--- src/rtl/gb_timer.sv ---
// DMG timer: DIV/TIMA/TMA/TAC at 0xFF04-0xFF07, with TIMA overflow reload and interrupt request.
// Define GB_TIMER_OVF_DELAY_EN for the DMG-accurate 4-cycle delayed reload and its cancel window.
`timescale 1ns / 1ps
module gb_timer (
    input  logic        clk,
    input  logic        rst,
    input  logic [15:0] addr,
    input  logic        wr_en,
    input  logic [7:0]  wr_data,
    input  logic        rd_en,
    output logic [7:0]  rd_data,
    output logic        rd_valid,
    output logic        hit,
    output logic        irq_timer
);

    localparam logic [1:0] RegDiv  = 2'd0;
    localparam logic [1:0] RegTima = 2'd1;
    localparam logic [1:0] RegTma  = 2'd2;
    localparam logic [1:0] RegTac  = 2'd3;

    logic [15:0] div_q, div_d;
    logic [7:0]  tima_q, tima_d;
    logic [7:0]  tma_q, tma_d;
    logic [2:0]  tac_q, tac_d;
    logic        tick_q, tick;
    logic        irq_q, irq_d;
    logic [7:0]  rd_data_q, rd_data_d;
    logic        rd_valid_q, rd_valid_d;

    logic        wr_div, wr_tima, wr_tma, wr_tac;
    logic        tap, inc, tima_ovf;
    logic [7:0]  tma_new;

    assign hit = (addr[15:2] == 14'h3FC1);

    assign wr_div  = wr_en & hit & (addr[1:0] == RegDiv);
    assign wr_tima = wr_en & hit & (addr[1:0] == RegTima);
    assign wr_tma  = wr_en & hit & (addr[1:0] == RegTma);
    assign wr_tac  = wr_en & hit & (addr[1:0] == RegTac);

    // A reload in the same cycle as a TMA write takes the value being written.
    assign tma_new = wr_tma ? wr_data : tma_q;

    always_comb begin
        case (tac_q[1:0])
            2'b00: tap = div_q[9];
            2'b01: tap = div_q[3];
            2'b10: tap = div_q[5];
            2'b11: tap = div_q[7];
        endcase
    end

    // Falling-edge detect on the gated tap keeps the DIV-write and TAC-change glitches.
    assign tick     = tac_q[2] & tap;
    assign inc      = tick_q & ~tick;
    assign tima_ovf = inc & (tima_q == 8'hFF);

    assign div_d = wr_div ? 16'h0000 : div_q + 16'd1;
    assign tma_d = tma_new;
    assign tac_d = wr_tac ? wr_data[2:0] : tac_q;

`ifdef GB_TIMER_OVF_DELAY_EN
    localparam logic [1:0] StIdle   = 2'd0;
    localparam logic [1:0] StDelay  = 2'd1;
    localparam logic [1:0] StReload = 2'd2;

    logic [1:0] state_q, state_d;
    logic [1:0] dly_q, dly_d;

    always_comb begin
        tima_d  = tima_q;
        state_d = state_q;
        dly_d   = dly_q;
        irq_d   = 1'b0;
        unique case (state_q)
            StDelay: begin
                if (wr_tima) begin
                    tima_d  = wr_data;
                    state_d = StIdle;
                end else if (tima_ovf) begin
                    tima_d = 8'h00;
                    dly_d  = 2'd0;
                end else if (dly_q == 2'd3) begin
                    tima_d  = tma_new;
                    state_d = StReload;
                    irq_d   = 1'b1;
                end else begin
                    dly_d = dly_q + 2'd1;
                    if (inc) tima_d = tima_q + 8'd1;
                end
            end
            StReload: begin
                // CPU writes to TIMA are dropped; TMA (possibly just written) wins.
                tima_d  = tma_new;
                state_d = StIdle;
            end
            default: begin
                if (wr_tima) begin
                    tima_d = wr_data;
                end else if (inc) begin
                    tima_d = tima_q + 8'd1;
                    if (tima_q == 8'hFF) begin
                        state_d = StDelay;
                        dly_d   = 2'd0;
                    end
                end
            end
        endcase
    end

    always_ff @(posedge clk or negedge rst) begin
        if (!rst) begin
            state_q <= StIdle;
            dly_q   <= 2'd0;
        end else begin
            state_q <= state_d;
            dly_q   <= dly_d;
        end
    end
`else
    always_comb begin
        tima_d = tima_q;
        irq_d  = 1'b0;
        if (wr_tima) begin
            tima_d = wr_data;
        end else if (tima_ovf) begin
            tima_d = tma_new;
            irq_d  = 1'b1;
        end else if (inc) begin
            tima_d = tima_q + 8'd1;
        end
    end
`endif

    // Read data reflects register state before any same-cycle write.
    always_comb begin
        rd_data_d  = rd_data_q;
        rd_valid_d = 1'b0;
        if (rd_en) begin
            if (hit) begin
                rd_valid_d = 1'b1;
                case (addr[1:0])
                    RegDiv:  rd_data_d = div_q[15:8];
                    RegTima: rd_data_d = tima_q;
                    RegTma:  rd_data_d = tma_q;
                    RegTac:  rd_data_d = {5'b11111, tac_q};
                endcase
            end else begin
                rd_data_d = 8'hFF;
            end
        end
    end

    always_ff @(posedge clk or negedge rst) begin
        if (!rst) begin
            div_q      <= 16'h0000;
            tima_q     <= 8'h00;
            tma_q      <= 8'h00;
            tac_q      <= 3'b000;
            tick_q     <= 1'b0;
            irq_q      <= 1'b0;
            rd_data_q  <= 8'hFF;
            rd_valid_q <= 1'b0;
        end else begin
            div_q      <= div_d;
            tima_q     <= tima_d;
            tma_q      <= tma_d;
            tac_q      <= tac_d;
            tick_q     <= tick;
            irq_q      <= irq_d;
            rd_data_q  <= rd_data_d;
            rd_valid_q <= rd_valid_d;
        end
    end

    assign rd_data   = rd_data_q;
    assign rd_valid  = rd_valid_q;
    assign irq_timer = irq_q;

endmodule

--- config.mk ---
export PLATFORM = sky130hd
export DESIGN_NAME = gb_timer
export DESIGN_NICKNAME = d
export VERILOG_FILES = /design/src/rtl/gb_timer.sv
export SDC_FILE = /design/constraint.sdc
export NUM_CORES = 1
export LEC_CHECK = 0
export ABC_AREA = 1
export CAP_MARGIN = 30
export CORE_MARGIN = 8
export CORE_UTILIZATION = 35
export CTS_CLUSTER_DIAMETER = 30
export DETAILED_ROUTE_END_ITERATION = 10
export PLACE_DENSITY = 0.56
export SLEW_MARGIN = 10
export SYNTH_ARGS = -nofsm -noshare
export SYNTH_HDL_FRONTEND = slang
export SYNTH_SLANG_ARGS = --single-unit
--- constraint.sdc ---
create_clock -name clk -period 1.4 [get_ports clk]
set_clock_uncertainty 0.05 [all_clocks]
set_input_delay 0.21 -clock clk [delete_from_list [all_inputs] [get_ports clk]]
set_output_delay 0.21 -clock clk [all_outputs]
set_load 0.005 [all_outputs]
==> results of run 1 <==
-- power by group --
| part | internal [mW] | switching [mW] |
|---|---|---|
| sequential | 1.37 | 0.0483 |
| clock | 0.400 | 0.466 |
| combinational | 0.202 | 0.213 |
| total | 1.97 | 0.727 |
-- placed cells by master (no fill, tap or decap), types with 10 or more instances in the layout --
cell,n
nor2_4,11
nand2_2,15
o21ai_0,11
inv_1,41
a21oi_1,21
buf_4,53
clkdlybuf4s50_1,10
nand2_1,83
nand3_1,16
dlygate4sd2_1,20
dfrtp_1,37
nor2_1,18
-- layout make-up --
cell class              count  area share [%]
multi-input cells         241            38.1
flip-flops and latches     46            29.3
repair buffers            100            21.7
inverters                  53            5.42
well taps                 102            3.21
clock buffers               7            2.17
clock inverters             1           0.126
-- worst min path at each step --
stage | depth (start not counted) | endpoint | from | slack [ps]
2_1_floorplan | 0 | div_q[0]$_DFF_PN0_ | rst | -140
3_3_place_gp | 1 | div_q[5]$_DFF_PN0_ | rst | 80
3_5_place_dp | 1 | div_q[5]$_DFF_PN0_ | rst | 80
4_1_cts | 2 | div_q[5]$_DFF_PN0_ | rst | 280
5_1_grt | 2 | div_q[5]$_DFF_PN0_ | rst | 280
6_report | 2 | div_q[5]$_DFF_PN0_ | rst | 270
-- timing repair --
item | CTS | global route
cloned | 1 | 0
pin swaps | 21 | 26
resized for setup | 51 | 38
hold buffers | 1 | 0
setup buffers | 6 | 5
hold endpoints to repair | 8 | 0
setup endpoints to repair | 46 | 40
-- synthesized netlist by cell type (2+ instances only) --
master	count
nand2_1	94
nor2_4	5
o21ai_0	13
nor4_1	2
nand4_1	6
o221ai_1	2
o21ai_1	3
nor3_2	2
dfrtp_1	38
nand3_1	23
xnor2_1	3
inv_2	7
or2_2	2
ha_1	2
nand2_2	6
a221oi_1	3
a21oi_2	2
inv_1	43
nor3_1	3
dfstp_2	8
nand3_4	4
nor2_1	22
nor2_2	6
a21oi_1	21
xor2_1	6
-- sequential cells by signal, indices dropped and copies added (netlist names) --
name and cells:
div_q 16, irq_timer 1, rd_data 8, rd_valid 1
tac_q 3, tick_q 1, tima_q 8, tma_q 8
-- routing by layer --
layer / vias up / track usage (%) / wire [um] / share of wire, %
li1: 1316 / - / - / -
met1: 1217 / 19.1 / 3560 / 47
met2: 67 / 22.5 / 3550 / 47
met3: 6 / 2.54 / 372 / 4.9
met4: 0 / 5.04 / 95 / 1.3
met5: - / 0 / 0 / 0
-- worst reg2reg max path: cells and delay by family, from the launching register on --
family	cells	cell delay, ps
and+or+nand+nor	8	780
adders and majority gates	1	160
DFF	1	410
buffers and inverters	1	140
-- per-stage QoR --
stage / setup WS (ps) / setup TNS (ps) / instance area, um2 / util [%] / power, mW
floorplan: -76.6 / -552 / 2690 / - / 1.58
global placement: -488 / -16900 / 3580 / 47.3 / 1.82
detailed placement: -491 / -17480 / 3580 / 47.3 / 1.83
CTS: -233 / -2000 / 3800 / 50.2 / 2.70
global route: -331 / -3020 / 3970 / 52.5 / 2.84
finish: -233 / -1930 / 3970 / 52.5 / 2.70
-- cells by family after synthesis --
group	count (synthesis)
flops	46
compound gates	47
buf+inv	55
xor+xnor	9
simple gates	182
fa+ha+maj	2
==> metrics, run 1 <==
Setup crit end kind=register; vias in the first global route=2601; PortBufs=38; Slew @ Worst Pin=316 ps; storage element area=approximately 1200 um2; nets=477; crit-path cells=ha_4 > nand3_4 > nor2_4 > nand2_2 > nor2_4 > nand3_4 > inv_8 > nand3_2 > nand2_1 > nand2_1; n_diodes=0; Synth Area in Simple Gates=about a third; Max Cap Viol=0; ANT nets after route=0; Synth Area in Compound Gates=under 10%; Slew Viols, Final=0; cts bufs inserted=5; max_slew headroom=between 70% and 80%; synthesized instance count=341; worst r2r dst=tima_q[7]$_DFFE_PN0P_; footprint of the multi-input gates=1520 um2; final hold violations=0; status=finished with violations; Cell Pwr Density=679 nW/um2; initial antenna violation count=0; First-pass DRT Iterations=4; Synth Area in Adders=less than 1%; mux contribution to synthesized area=0%; XOR/XNOR share of the synthesized area=2.94%; area share of the largest cell type after synthesis=between 30% and 40%; row count=32; vias after detailed routing=2606; Synth Cell Area=between 2000 and 3000 um2; HP Class=in2async; Highest Clock Rate=612 MHz; Max rail drop VDD=0.349 mV; Die Wd=104 um; Buf+Inv Stages, Crit Path=1; layout cells sized above 1=33.9%; synthesized area per cell=7.87 um2; static leakage=approximately 1.9 nW; most common flop cell mapped by yosys=dfrtp_1; fin crit share=117%; Reg clk slew, reported paths=about 90 ps; core box area=7570 um2; clk_lat worst skew=300 ps; first-pass GRT wire length=12700 um; syn nets=between 300 and 400; placed cell count=531; # IOs=39; Post-synth EDFFs=0; Synth cell types=40; Area growth syn-to-layout=48.1%; largest net degree at the start of global routing=35; Worst Setup Start Kind=register; global route total overflow=0; r2r worst-path depth=10; Worst Path Max Fanout=8; CTS tree=yes; register area share after synthesis=43.3%; unrepaired setup endpoints after global routing=yes; # H-tree levels=2; DRC Markers=0; Stages on worst setup path=10; slowest stage cell, crit path=dfrtp_1; CP Class=reg2reg; r2r setup slk=-230 ps; total track usage=14.3%; Area contributors post-synth=dfrtp_1 (35%), nand2_1 (13%), dfstp_2 (7.8%); Routed WL=between 7000 and 8000 um; vias per cell=4.74; post-route minimum period=1630 ps; FILL cells=725; setup ws final=-233 ps; Async SR Flop Fraction=100%; synthesized flop and latch total=46; Critical Path RT=1550 ps; CP startpoint=tima_q[1]$_DFFE_PN0P_; CP top delay family=simple AND/OR/NAND/NOR gates; Reg2Reg Launch Point=tima_q[1]$_DFFE_PN0P_; Yosys warnings=0; Initial Util=a little over a third; Placer Congestion=0.827; hold_ws=between 200 and 300 ps; Slowest Stage Delay on Critical Path=roughly 400 ps; HPWL after DPL=5680 um; failing checks=negative setup slack; post-route insts no fill=550; worst-case clock buffer depth=2; worst path arrival time=roughly 1800 ps; total die area=10700 um2; CP endpoint=tima_q[7]$_DFFE_PN0P_; routed length per placed instance=~14 um; Sink Count=46; final setup vio count=10; post-synth top area cell=dfrtp_1; largest family of logic cells by synthesized area=simple AND/OR/NAND/NOR gates; drt initial violations=88; DIE HEIGHT=~100 um; clock root cell=clkbuf_8
No activity file was read; power rests on OpenSTA's default activity.
==> run 2, diff against run 1 <==
--- a/config.mk
+++ b/config.mk
@@ -11,7 +11,7 @@
 export CORE_UTILIZATION = 35
 export CTS_CLUSTER_DIAMETER = 30
 export DETAILED_ROUTE_END_ITERATION = 10
-export PLACE_DENSITY = 0.56
+export PLACE_DENSITY = 0.53
 export SLEW_MARGIN = 10
 export SYNTH_ARGS = -nofsm -noshare
 export SYNTH_HDL_FRONTEND = slang
==> constraint.sdc (replaced) <==
create_clock -name clk -period 1.95 [get_ports clk]
set_clock_uncertainty 0.05 [all_clocks]
set_input_delay 0.2925 -clock clk [delete_from_list [all_inputs] [get_ports clk]]
set_output_delay 0.2925 -clock clk [all_outputs]
set_load 0.005 [all_outputs]
==> run 2 against run 1 <==
  * The flow now finishes without violations
  * Combinational power down 44%
  * Largest power group unchanged
  * Utilization down 7.2 points
  * Clock-buffer cell count did not move
  * Sequential power shrank 28%
  * Non-clock buffer count decreased by 41
  * Die area unchanged
  * First-iteration DRC count rose by 2.3%
  * Critical path depth decreased by 4
  * Sequential share of layout area is 4.6 points higher
  * Flip-flop and latch count unchanged
==> metrics, run 2 (synthesis results as in run 1) <==
Cell Pwr Density=544 nW/um2 (-20%); dpl ws=-104 ps (+387 ps); final hold violations=0 (unchanged); Sink Count=46 (unchanged); commonest non-fill, non-tap cell in the layout=nand2_1; layout cells sized above 1=19.7% (-14 points); Routed WL=6800 um (-10%); vias per cell=4.66 (-1.6%); routed length per placed instance=13.4 um (-2.8%); core box area=7570 um2 (unchanged); status=finished, final reports clean; HPWL after DPL=5380 um (-5.4%); Slew Viols, Final=0 (unchanged); r2r worst-path depth=10 (unchanged); Slew @ Worst Pin=614 ps (+298 ps); Setup crit end kind=output port; worst-case clock buffer depth=2 (unchanged); ANT nets after route=0 (unchanged); Buf+Inv Stages, Crit Path=2 (+1); Largest register FFs=16 (unchanged); cts bufs inserted=5 (unchanged); fin crit share=approximately 90%; CP Class=in2out; Critical Path RT=1610 ps (+60 ps); CTS hold repair buffers=0 (-1); initial antenna violation count=0 (unchanged); Most flops, register=div_q; Area growth syn-to-layout=27.6%; r2r setup slk=240 ps (+470 ps); most frequent cells in the layout=nand2_1 (94), inv_1 (43), dfrtp_1 (38), clkdlybuf4s50_1 (36), nand3_1 (23); Initial Util=35.5% (unchanged); total track usage=13.1% (-1.1 points); post-route minimum period=1760 ps; vias in the first global route=2310 (-11%); worst path arrival time=1410 ps (-380 ps); DRC Markers=0 (unchanged); Worst Setup Start Kind=primary input; Reg2Reg Launch Point=tima_q[0]$_DFFE_PN0P_; static leakage=1.59 nW (-17%); # IOs=39 (unchanged); CTS tree=yes; crit-path cells=clkdlybuf4s50_1 > nand2_1 > nor2_1 > nand2_2 > nor2_8 > dlygate4sd2_1; total die area=10700 um2 (unchanged); footprint of the multi-input gates=1300 um2 (-14%); Highest Clock Rate=570 MHz; first-pass GRT wire length=11600 um (-8.8%); setup_tns=0 ps (+1930 ps); FILL cells=771 (+6.3%); Slowest Stage Delay on Critical Path=450 ps (+40 ps); Max Cap Viol=0 (unchanged); PortBufs=38 (unchanged); CP top delay family=buffers and inverters; slowest stage cell, crit path=clkdlybuf4s50_1; Max rail drop VDD=0.287 mV (-18%); n_diodes=0 (unchanged); clk_lat worst skew=300 ps (about the same); vias after detailed routing=2368 (-9.1%); final setup vio count=0 (-10); # H-tree levels=2 (unchanged); Placer Congestion=0.830 (+0.31%); hold_ws=26.8 ps (-247 ps); drt initial violations=90 (+2.3%); nets=435 (-8.8%); setup ws final=195 ps (+428 ps); Worst Path Max Fanout=3 (-5); HP Class=in2async; Die Wd=104 um (unchanged); row count=32 (unchanged); fin util=45.3% (-7.2 points); global route total overflow=0 (unchanged); unrepaired setup endpoints after global routing=no; Reg clk slew, reported paths=90 ps (about the same); storage element area=1160 um2 (-0.11%); clock root cell=clkbuf_8; largest net degree at the start of global routing=47 (+34%); worst r2r dst=tima_q[7]$_DFFE_PN0P_; max_slew headroom=59.1% (-20 points); First-pass DRT Iterations=4 (unchanged); DIE HEIGHT=104 um (unchanged)
[run 2: changes by cell type in the layout (fill, tap and decap cells not counted), moves of 5 or more]
| cell | before | now |
|---|---|---|
| dlygate4sd2_1 | 20 | 1 |
| buf_6 | 7 | 0 |
| nand3_1 | 16 | 23 |
| nor2_4 | 11 | 5 |
| clkdlybuf4s50_1 | 10 | 36 |
| buf_4 | 53 | 21 |
| nand2_1 | 83 | 94 |
| nand2_2 | 15 | 6 |
| nand3_2 | 6 | 1 |
[run 2: layer usage]
| layer | routed length [um] | track usage (%) |
|---|---|---|
| met5 | 0 | 0 |
| met4 | 59 | 3.46 |
| met3 | 297 | 2.85 |
| met2 | 2990 | 20.1 |
| met1 | 3460 | 18.2 |
[run 2: cell type report]
cell class              instances  area share (%)
multi-input cells             240            38.1
flip-flops and latches         46            33.9
repair buffers                 59            15.5
inverters                      53            6.14
well taps                     102            3.73
clock buffers                   7            2.52
clock inverters                 1           0.146
[run 2: power breakdown]
group / internal, mW / switching [mW]
sequential: 0.982 / 0.0332
clock: 0.287 / 0.327
combinational: 0.109 / 0.125
[run 2: timing repair]
item,4_1_cts,5_1_grt
setup buffers,1,0
resized for setup,2,0
hold endpoints to repair,0,0
endpoints found under the setup margin,1,0
[run 2: worst max-delay path by stage]
stage / start / endpoint / slack, ps / depth (start not counted)
after floorplan: tima_q[0]$_DFFE_PN0P_ / tima_q[0]$_DFFE_PN0P_ / 460 / 10
after global placement: addr[11] / hit / -80 / 6
after detailed placement: addr[10] / hit / -100 / 6
after CTS: addr[14] / hit / 180 / 6
after global routing: tima_q[1]$_DFFE_PN0P_ / tima_q[2]$_DFFE_PN0P_ / 80 / 10
final: addr[14] / hit / 190 / 6
[run 2: through the flow]
stage	cells	power (mW)	area, um2
2_1_floorplan	341	1.14	2680
5_1_grt	508	1.96	3430
3_5_place_dp	499	1.27	3330
6_report	508	1.86	3430
4_1_cts	508	1.90	3430
3_3_place_gp	499	1.26	3330
==> run 3, diff against run 2 <==
--- a/config.mk
+++ b/config.mk
@@ -6,12 +6,14 @@
 export NUM_CORES = 1
 export LEC_CHECK = 0
 export ABC_AREA = 1
+export ABC_CLOCK_PERIOD_IN_PS = 1950
 export CAP_MARGIN = 30
 export CORE_MARGIN = 8
-export CORE_UTILIZATION = 35
+export CORE_UTILIZATION = 50
 export CTS_CLUSTER_DIAMETER = 30
 export DETAILED_ROUTE_END_ITERATION = 10
-export PLACE_DENSITY = 0.53
+export DONT_BUFFER_PORTS = 1
+export PLACE_DENSITY = 0.63
 export SLEW_MARGIN = 10
 export SYNTH_ARGS = -nofsm -noshare
 export SYNTH_HDL_FRONTEND = slang
==> run 3 against run 2 <==
  * Sequential share of layout area up 6.2 points
  * Fmax up 5.7%
  * Via count fell by 7.7%
  * Clock power down 0.7%
  * Final area is 15% lower
  * Sequential power hardly changed
  * Combinational power fell by 35%
  * Final cell count down 17%
  * Critical endpoint is now tima_q[5]$_DFFE_PN0P_
  * Largest power group unchanged
  * Highest routed layer unchanged
==> metrics, run 3 (synthesis results as in run 1) <==
Largest register FFs=16 (unchanged); Cell Pwr Density=613 nW/um2 (+13%); Slowest Stage Delay on Critical Path=380 ps (-70 ps); vias per cell=5.20 (+12%); dpl ws=323 ps (+427 ps); total die area=7970 um2 (-26%); Initial Util=52.2% (+17 points); crit-path cells=ha_1 > nand3_2 > nor2_2 > nand2_2 > nor2_4 > nand3_4 > inv_6 > nand3_1 > nand2_1 > nand2_1; DRC Markers=0 (unchanged); ANT nets after route=0 (unchanged); total track usage=16.9% (+3.8 points); Most flops, register=div_q; n_diodes=0 (unchanged); status=finished, final reports clean; Highest Clock Rate=602 MHz (+5.7%); layout cells sized above 1=16.9% (-2.8 points); initial antenna violation count=0 (unchanged); storage element area=1160 um2 (unchanged); drt initial violations=147 (+63%); row count=26 (-19%); DIE HEIGHT=89.3 um (-14%); slowest stage cell, crit path=dfrtp_1; Pint=1.32 mW (-3.9%); Slew @ Worst Pin=541 ps (-73.2 ps); crit-path most repeated cell=nand2_1; Clk pwr share=34.3% (+1.3 points); worst path arrival time=1810 ps (+400 ps); Max Cap Viol=0 (unchanged); HPWL after DPL=4700 um (-13%); post-route minimum period=1660 ps (-94.7 ps); Die Wd=89.3 um (-14%); CTS resizes=0 (-2); Sink Count=46 (unchanged); static leakage=1.36 nW (-15%); clock root cell=clkbuf_8; Routed WL=6100 um (-10%); hold_ws=56.0 ps (+29.2 ps); worst-case clock buffer depth=2 (unchanged); First-pass DRT Iterations=4 (unchanged); Reg clk slew, reported paths=90 ps (about the same); CP Class=reg2reg; PortBufs=0 (-100%); Comb pwr share=8.5% (-4.0 points); commonest non-fill, non-tap cell in the layout=nand2_1; max_slew headroom=63.8% (+4.7 points); cts bufs inserted=5 (unchanged); Buf+Inv Stages, Crit Path=1 (-1); # H-tree levels=2 (unchanged); Slew Viols, Final=0 (unchanged); core box area=5140 um2 (-32%); unrepaired setup endpoints after global routing=no; fin util=56.4% (+11 points); global route total overflow=0 (unchanged); first-pass GRT wire length=10300 um (-11%); Sw Pwr=0.451 mW (-7.0%); CP top delay family=simple AND/OR/NAND/NOR gates; Max rail drop VDD=0.510 mV (+78%); Critical Path RT=2100 ps (+490 ps); footprint of the multi-input gates=1300 um2 (-0.19%); vias after detailed routing=2185 (-7.7%); Setup crit end kind=register; routed length per placed instance=14.5 um (+8.5%); nets=379 (-13%); Placer Congestion=0.918 (+11%); Worst Path Max Fanout=8 (+5); HP Class=in2reg; Seq pwr share=57.1% (+2.6 points); setup ws final=289 ps (+94.7 ps); FILL cells=524 (-32%); setup_tns=0 ps (unchanged); clk_lat worst skew=300 ps (about the same); Sw Ratio=25.4% (-0.63 points); final setup vio count=0 (unchanged); Area growth syn-to-layout=7.93%; Final Power=1.78 mW (-4.7%); most frequent cells in the layout=nand2_1 (94), inv_1 (43), dfrtp_1 (38), nand3_1 (23), nor2_1 (22); Worst Setup Start Kind=register; largest net degree at the start of global routing=47 (unchanged); vias in the first global route=2116 (-8.4%); final hold violations=0 (unchanged); CTS tree=yes; fin crit share=85.2% (-4.9 points); # IOs=39 (unchanged)
[run 3: changes by cell type in the layout (fill, tap and decap cells not counted)]
| cell | previous run | this run |
|---|---|---|
| buf_16 | 0 | 1 |
| buf_2 | 1 | 0 |
| buf_4 | 21 | 1 |
| clkdlybuf4s50_1 | 36 | 0 |
| dlygate4sd2_1 | 1 | 0 |
| dlygate4sd3_1 | 0 | 1 |
| nor2_1 | 21 | 22 |
| nor2_2 | 7 | 6 |
[run 3: power by group through the flow]
stage | registers, mW | clock network, mW | logic [mW]
2_1_floorplan | 1.03 | 0 | 0.110
3_3_place_gp | 1.03 | 0 | 0.125
3_5_place_dp | 1.03 | 0 | 0.126
4_1_cts | 1.01 | 0.626 | 0.154
5_1_grt | 1.02 | 0.673 | 0.178
6_report | 1.01 | 0.610 | 0.151
[run 3: metrics by stage]
stage	area, um2	std cells
finish	2900	420
global route	2900	420
CTS	2900	420
detailed placement	2770	410
global placement	2770	410
floorplan	2680	341
[run 3: layout make-up]
cell class	count	area share (%)
Multi-Input combinational cell	240	44.9
Tap cell	70	3.02
Timing Repair Buffer	3	1.56
Clock inverter	1	0.173
Inverter	53	7.26
Clock buffer	7	2.98
Sequential cell	46	40.1
[run 3: per-layer routing]
metal	up-vias	routed length (um)	global-route usage, %
met5	-	0	0
met4	0	70	4.83
met3	6	462	5.06
met2	46	2840	26.2
met1	1011	2730	22.1
li1	1122	-	-
[run 3: final timing paths]
check / end / slack (ps) / depth (start not counted) / startpoint
max in group asynchronous: rd_data[2]$_DFFE_PN1P_ / 1110 / 2 / rst
min in group asynchronous: tma_q[2]$_DFF_PN0_ / 480 / 2 / rst
min: tac_q[1]$_DFFE_PN0P_ / 60 / 2 / wr_data[1]
max reg2reg: tima_q[5]$_DFFE_PN0P_ / 290 / 10 / tima_q[1]$_DFFE_PN0P_
max: tima_q[5]$_DFFE_PN0P_ / 290 / 10 / tima_q[1]$_DFFE_PN0P_
min reg2reg: rd_data[0]$_DFFE_PN1P_ / 460 / 2 / rd_data[0]$_DFFE_PN1P_
[run 3: repair_timing]
action,CTS,global route
hold buffers,2,0
endpoints found under the hold margin,46,0
buffers inserted,0,0
==> RTL edit 1, RTL diff (config.mk and constraints of run 3) <==
The option `GB_TIMER_OVF_DELAY_EN` is turned on by a define.
--- a/src/rtl/gb_timer.sv
+++ b/src/rtl/gb_timer.sv
@@ -2,4 +2,6 @@
 // Define GB_TIMER_OVF_DELAY_EN for the DMG-accurate 4-cycle delayed reload and its cancel window.
 `timescale 1ns / 1ps
+`define GB_TIMER_OVF_DELAY_EN
+
 module gb_timer (
     input  logic        clk,
Check against the original RTL: same outputs for any inputs over 10 cycles, from zero or initial values and one cycle with rst low; that may be too few to reach the edited logic, so the function may still have changed.
==> RTL edit 1 against run 3 <==
  * Area after synthesis increased by 21%
  * Wire length increased by 37%
  * Critical path depth increased by 2
  * Sequential cell count increased by 4
  * Worst setup slack got worse by 0.12 ns
  * Design area increased by 21%
  * Critical endpoint is now state_q[1]$_DFFE_PN0P_
Power is not compared: it rests on default switching activity, and its combinational part moved more than twofold at a synthesized area within 25%.
==> RTL edit 1: results (changes against run 3) <==
Logic synthesis
  • Ys async rst share: 100% (unchanged)
  • Largest cells by area after synthesis: dfrtp_1 (32%), nand2_1 (13%), nand3_1 (8.3%) (was dfrtp_1 (35%), nand2_1 (13%), dfstp_2 (7.8%))
  • Synth Net Count: 474 (was 371)
  • YS warnings: 0 (unchanged)
  • Post-synthesis compound-gate area fraction: 11.3% (was 9.93%)
  • Part of the Yosys area used for sequential elements: 38.9% (was 43.3%)
  • Post-synthesis cell type count: 43 (was 40)
  • Post-synth top cells: nand2_1 (111), nand3_1 (54), dfrtp_1 (42), inv_1 (39), nor2_1 (39) (was nand2_1 (94), inv_1 (43), dfrtp_1 (38), nand3_1 (23), nor2_1 (22))
  • Mux share of post-synthesis cell area: 1.04% (was 0%)
  • Adder and majority cell fraction of the synthesized area: 1.93% (was 0.932%)
  • Top FF cell, synth: dfrtp_1 (unchanged)
  • XOR/XNOR share of the synthesized area: 0.540% (was 2.94%)

Global routing
  • Largest net degree at the start of global routing: 51 (was 47)
  • First-pass GRT wire length: 13,800 um (was 10,300 um)
  • Antenna violations before repair: 0 (unchanged)
  • Gr usage total: 18.8% (was 16.9%)
  • Number of global-route vias before repair: 2,886 (was 2,116)

Clock tree
  • H-Tree Depth: 2 (unchanged)
  • Post-CTS Setup Inserts: 0 (unchanged)
  • Clk slew on worst S/H paths: 0.10 ns
  • Clk buf depth: 2 (unchanged)
  • Clk_lat worst skew: 0.31 ns
  • CTS-repair resized insts: 0 (unchanged)

Min path
  • Hold Path End: rd_data[2]$_DFFE_PN1P_ (was tac_q[1]$_DFFE_PN0P_)
  • HP Start: rd_en (was wr_data[1])
  • Hold Path Stages: 2 (unchanged)
  • HP Class: in2reg (unchanged)

Detailed routing
  • Iteration-0 DRC Markers: 183 (was 147)
  • Final WL: 8380 um (was 6100 um)
  • Pre-Repair DR Iteration Count: 5 (was 4)
  • Via density: 5.63 (was 5.20)

Power and ir drop
  • Leak pwr: 0.00168 uW
  • Clock network power share: 22.6%
  • Sw Ratio: 39.5%
  • Comb pwr share: 38.3%
  • Worst VDD drop: 0.700 mV

Critical path
  • RR Endpoint: state_q[1]$_DFFE_PN0P_ (was tima_q[5]$_DFFE_PN0P_)
  • Cell count of the worst reg-to-reg path: 12 (was 10)
  • Worst R2R Setup Slack: 0.17 ns (was 0.29 ns)
  • Worst-path fanout max: 5 (was 8)
  • Worst R2R Start: tima_q[0]$_DFF_PN0_ (was tima_q[1]$_DFFE_PN0P_)
  • Crit path DAT: 1.92 ns (was 1.81 ns)

STA
  • Slew @ Worst Pin: 0.570 ns (was 0.541 ns)
  • Worst hold margin: 0.0476 ns (was 0.0560 ns)

Placement
  • Area post-placement: 3330 um2 (was 2770 um2)
  • Detailed Place HPWL: 6240 um (was 4700 um)
  • Routability cong.: 0.961 (was 0.918)

Finish
  • NumNets Final: 481 (was 379)
  • Number of flip-flops in the largest register: 16 (unchanged)
  • Largest reg by FF count: div_q (unchanged)
  • Fillers: 622 (was 524)
  • Ant diodes: 0 (unchanged)
  • Layout cell share with drive strength beyond 1: 16.5% (was 16.9%)

Outcome
  • Status: finished, final reports clean (unchanged)
[RTL edit 1: changes by cell type after synthesis, moves of 5 or more]
cell / run 3 / this run
a21oi_1: 21 / 35
nand2_2: 6 / 13
nor2_1: 22 / 39
nand2_1: 94 / 111
nand3_1: 23 / 54
clkbuf_1: 1 / 6
xor2_1: 6 / 0
o21ai_0: 13 / 7
[RTL edit 1: worst max-delay path, cell delays in order (launching register included)]
cell	delay, ns
dfrtp_1	0.44
ha_1	0.21
nand2_1	0.07
inv_2	0.08
nand2_1	0.06
nor2_1	0.11
nand3_1	0.14
inv_1	0.09
a21oi_1	0.06
nand2_1	0.09
nand2_1	0.10
nand2_1	0.07
o21ai_0	0.08
[RTL edit 1: cell type report]
class | count | area, um2 | share of cell area, %
timing repair buffer | 12 | 113 | 3.22
multi-input combinational | 329 | 1720 | 49.1
inverter | 50 | 191 | 5.47
clock inverter | 2 | 38.8 | 1.11
clock buffer | 6 | 82.6 | 2.36
tap | 77 | 96.3 | 2.75
sequential | 50 | 1260 | 36.0
[RTL edit 1: through the flow]
| step | worst slack [ns] | power, uW | cells |
|---|---|---|---|
| final | 0.168 | 3560 | 526 |
| after global routing | 0.00957 | 3790 | 526 |
| after CTS | 0.146 | 3560 | 526 |
| after detailed placement | 0.158 | 2720 | 516 |
| after global placement | 0.208 | 2690 | 516 |
| after floorplan | 0.337 | 2430 | 441 |
[RTL edit 1: logic make-up (layout without fill, tap and decap cells)]
kind of cell	count (synthesis)	in the layout
adder cells (fa/ha/maj)	5	5
flip-flops	50	50
AO/OA/AOI/OAI	62	62
multiplexers	3	3
buffers and inverters	62	70
XOR/XNOR	2	2
AND/OR/NAND/NOR	257	257
[RTL edit 1: how the worst max path moves through the flow]
stage / slack (ns) / depth (start not counted) / end / from
3_5_place_dp: 0.16 / 10 / div_q[14]$_DFF_PN0_ / div_q[0]$_DFF_PN0_
3_3_place_gp: 0.21 / 10 / div_q[14]$_DFF_PN0_ / div_q[0]$_DFF_PN0_
2_1_floorplan: 0.34 / 10 / div_q[14]$_DFF_PN0_ / div_q[0]$_DFF_PN0_
4_1_cts: 0.15 / 10 / div_q[14]$_DFF_PN0_ / div_q[0]$_DFF_PN0_
5_1_grt: 0.01 / 11 / state_q[0]$_DFFE_PN0P_ / tima_q[0]$_DFF_PN0_
6_report: 0.17 / 12 / state_q[1]$_DFFE_PN0P_ / tima_q[0]$_DFF_PN0_
[RTL edit 1: per-layer routing]
| layer | wire length [um] | vias up | GRT usage (%) |
|---|---|---|---|
| met5 | 0 | - | 0 |
| li1 | - | 1474 | - |
| met2 | 3810 | 90 | 30.5 |
| met1 | 3870 | 1389 | 24.3 |
| met3 | 609 | 8 | 4.64 |
| met4 | 89 | 0 | 5.30 |
==> RTL edit 2, RTL diff (settings of run 3) <==
Without the edit above. The output `rd_valid` loses its register stage (`rd_valid_q` becomes a continuous assignment).
--- a/src/rtl/gb_timer.sv
+++ b/src/rtl/gb_timer.sv
@@ -162,5 +162,4 @@
             irq_q      <= 1'b0;
             rd_data_q  <= 8'hFF;
-            rd_valid_q <= 1'b0;
         end else begin
             div_q      <= div_d;
@@ -171,7 +170,8 @@
             irq_q      <= irq_d;
             rd_data_q  <= rd_data_d;
-            rd_valid_q <= rd_valid_d;
         end
     end
+
+    assign rd_valid_q = rd_valid_d;
 
     assign rd_data   = rd_data_q;
Function: changed (a bounded check fails within 4 cycles, from zero or initial values and one cycle with rst low).
==> RTL edit 2 against run 3 <==
  * Design area fell by 0.73%
  * Sequential cell count is 1 lower
  * Wire length is 2.3% higher
  * Via count rose by 1.7%
  * First-iteration DRC count fell by 26%
  * Worst setup slack better by 0.024 ns
  * Sequential share of layout area shrank 0.57 points
  * Cell count rose by 0.24%
  * Area after synthesis is 0.93% lower
  * Power decreased by 3.7%
  * Global-route usage grew 0.091 points
  * Critical path depth stayed put
  * Clock power down 7.7%
==> RTL edit 2: results (changes against run 3) <==
Clock tree
  • Root Driver: clkbuf_8 (unchanged)
  • Number of CTS-inserted buffers: 5 (unchanged)
  • Clk slew on worst S/H paths: 0.08 ns
  • # hold bufs at CTS: 2 (unchanged)

Global routing
  • Global routing met2 resource utilization: 25.7% (was 26.2%)
  • GR Layer Usage met1: 22.5% (was 22.1%)
  • Largest net degree at the start of global routing: 46 (was 47)
  • Gr usage total: 17.0% (was 16.9%)
  • First-pass GRT wire length: 10,200 um (was 10,300 um)
  • Number of global-route vias before repair: 2,077 (was 2,116)

Placement
  • Detailed Place HPWL: 4840 um (was 4700 um)
  • Routability cong.: 0.867 (was 0.918)
  • Place WS: 0.318 ns (was 0.323 ns)

Min path
  • HP Class: in2reg (unchanged)
  • Hold Path Stages: 2 (unchanged)

Logic synthesis
  • Post-synthesis cell type count: 40 (unchanged)
  • Synth Net Count: 370 (was 371)
  • Part of the Yosys area used for sequential elements: 42.7% (was 43.3%)
  • Post-synth top cells: nand2_1 (94), inv_1 (43), dfrtp_1 (37), nand3_1 (23), nor2_1 (22) (was nand2_1 (94), inv_1 (43), dfrtp_1 (38), nand3_1 (23), nor2_1 (22))
  • Top FF cell, synth: dfrtp_1 (unchanged)
  • Largest cells by area after synthesis: dfrtp_1 (35%), nand2_1 (13%), dfstp_2 (7.9%) (was dfrtp_1 (35%), nand2_1 (13%), dfstp_2 (7.8%))

Detailed routing
  • Iteration-0 DRC Markers: 109 (was 147)
  • Routed len/inst: 14.8 um (was 14.5 um)
  • Routed vias: 2,222 (was 2,185)

Finish
  • NumNets Final: 380 (was 379)
  • Fillers: 524 (unchanged)
  • Largest reg by FF count: div_q (unchanged)
  • Layout cell share with drive strength beyond 1: 16.8% (was 16.9%)

Power and ir drop
  • Leak pwr: 0.00135 uW (was 0.00136 uW)
  • Internal cell power: 1270 uW (was 1320 uW)
  • Worst VDD drop: 0.367 mV (was 0.510 mV)

Critical path
  • Worst R2R Start: tima_q[1]$_DFFE_PN0P_ (unchanged)
  • Crit path DAT: 1.78 ns (was 1.81 ns)
  • RR Endpoint: tima_q[7]$_DFFE_PN0P_ (was tima_q[5]$_DFFE_PN0P_)
  • Worst R2R Setup Slack: 0.31 ns (was 0.29 ns)

Outcome
  • Status: finished, final reports clean (unchanged)

STA
  • Slew @ Worst Pin: 0.394 ns (was 0.541 ns)
  • Worst hold margin: 0.0683 ns (was 0.0560 ns)
[RTL edit 2: metal layers]
metal | up-vias | routed length (um)
li1 | 1128 | -
met1 | 1032 | 2750
met2 | 58 | 2850
met3 | 4 | 584
met4 | 0 | 58
met5 | - | 0
[RTL edit 2: area by class of cell]
| cell class | instances | area (um2) | share of cell area (%) |
|---|---|---|---|
| multi-input combinational | 240 | 1300 | 45.3 |
| tap | 70 | 87.6 | 3.05 |
| clock buffer | 8 | 80.1 | 2.79 |
| sequential | 45 | 1140 | 39.5 |
| inverter | 53 | 210 | 7.31 |
| timing repair buffer | 5 | 60.1 | 2.09 |
[RTL edit 2: critical path, cell delays in order, from the launching register on]
cell,delay [ns]
dfrtp_1,0.39
ha_1,0.21
nand3_2,0.11
nor2_2,0.13
nand2_2,0.08
nor2_4,0.10
nand3_4,0.15
inv_6,0.12
nand3_1,0.08
nand2_1,0.07
nand2_1,0.05
[RTL edit 2: power by group through the flow]
| stage | logic (uW) | registers (uW) | clock network [uW] |
|---|---|---|---|
| finish | 152 | 994 | 563 |
| global route | 177 | 1000 | 623 |
| CTS | 156 | 993 | 588 |
| detailed placement | 127 | 1010 | 0 |
| global placement | 126 | 1010 | 0 |
| floorplan | 110 | 1000 | 0 |
[RTL edit 2: worst max path at each step]
stage,start,cells past startpoint,slack [ns],end
after CTS,tima_q[1]$_DFFE_PN0P_,10,0.29,tima_q[7]$_DFFE_PN0P_
after global placement,addr[2],7,0.38,div_q[13]$_DFF_PN0_
after global routing,tima_q[1]$_DFFE_PN0P_,10,0.18,tima_q[2]$_DFFE_PN0P_
after floorplan,tima_q[0]$_DFFE_PN0P_,10,0.46,tima_q[0]$_DFFE_PN0P_
final,tima_q[1]$_DFFE_PN0P_,10,0.31,tima_q[7]$_DFFE_PN0P_
after detailed placement,tima_q[1]$_DFFE_PN0P_,10,0.32,tima_q[7]$_DFFE_PN0P_
[RTL edit 2: logic make-up (layout without fill, tap and decap cells)]
group	count (synthesis)	count (layout)	synth area share (%)
buffers and inverters	55	66	8.33
AO/OA/AOI/OAI	47	47	10.0
adder cells (fa/ha/maj)	2	2	0.941
XOR/XNOR	9	9	2.96
AND/OR/NAND/NOR	182	182	35.0
flip-flops	45	45	42.7
[RTL edit 2: per-stage QoR]
step	util [%]	area (um2)	cells
after detailed placement	54.0	2760	411
after floorplan	-	2660	340
final	56.3	2880	421
after CTS	56.3	2880	421
after global placement	54.0	2760	411
after global routing	56.3	2880	421
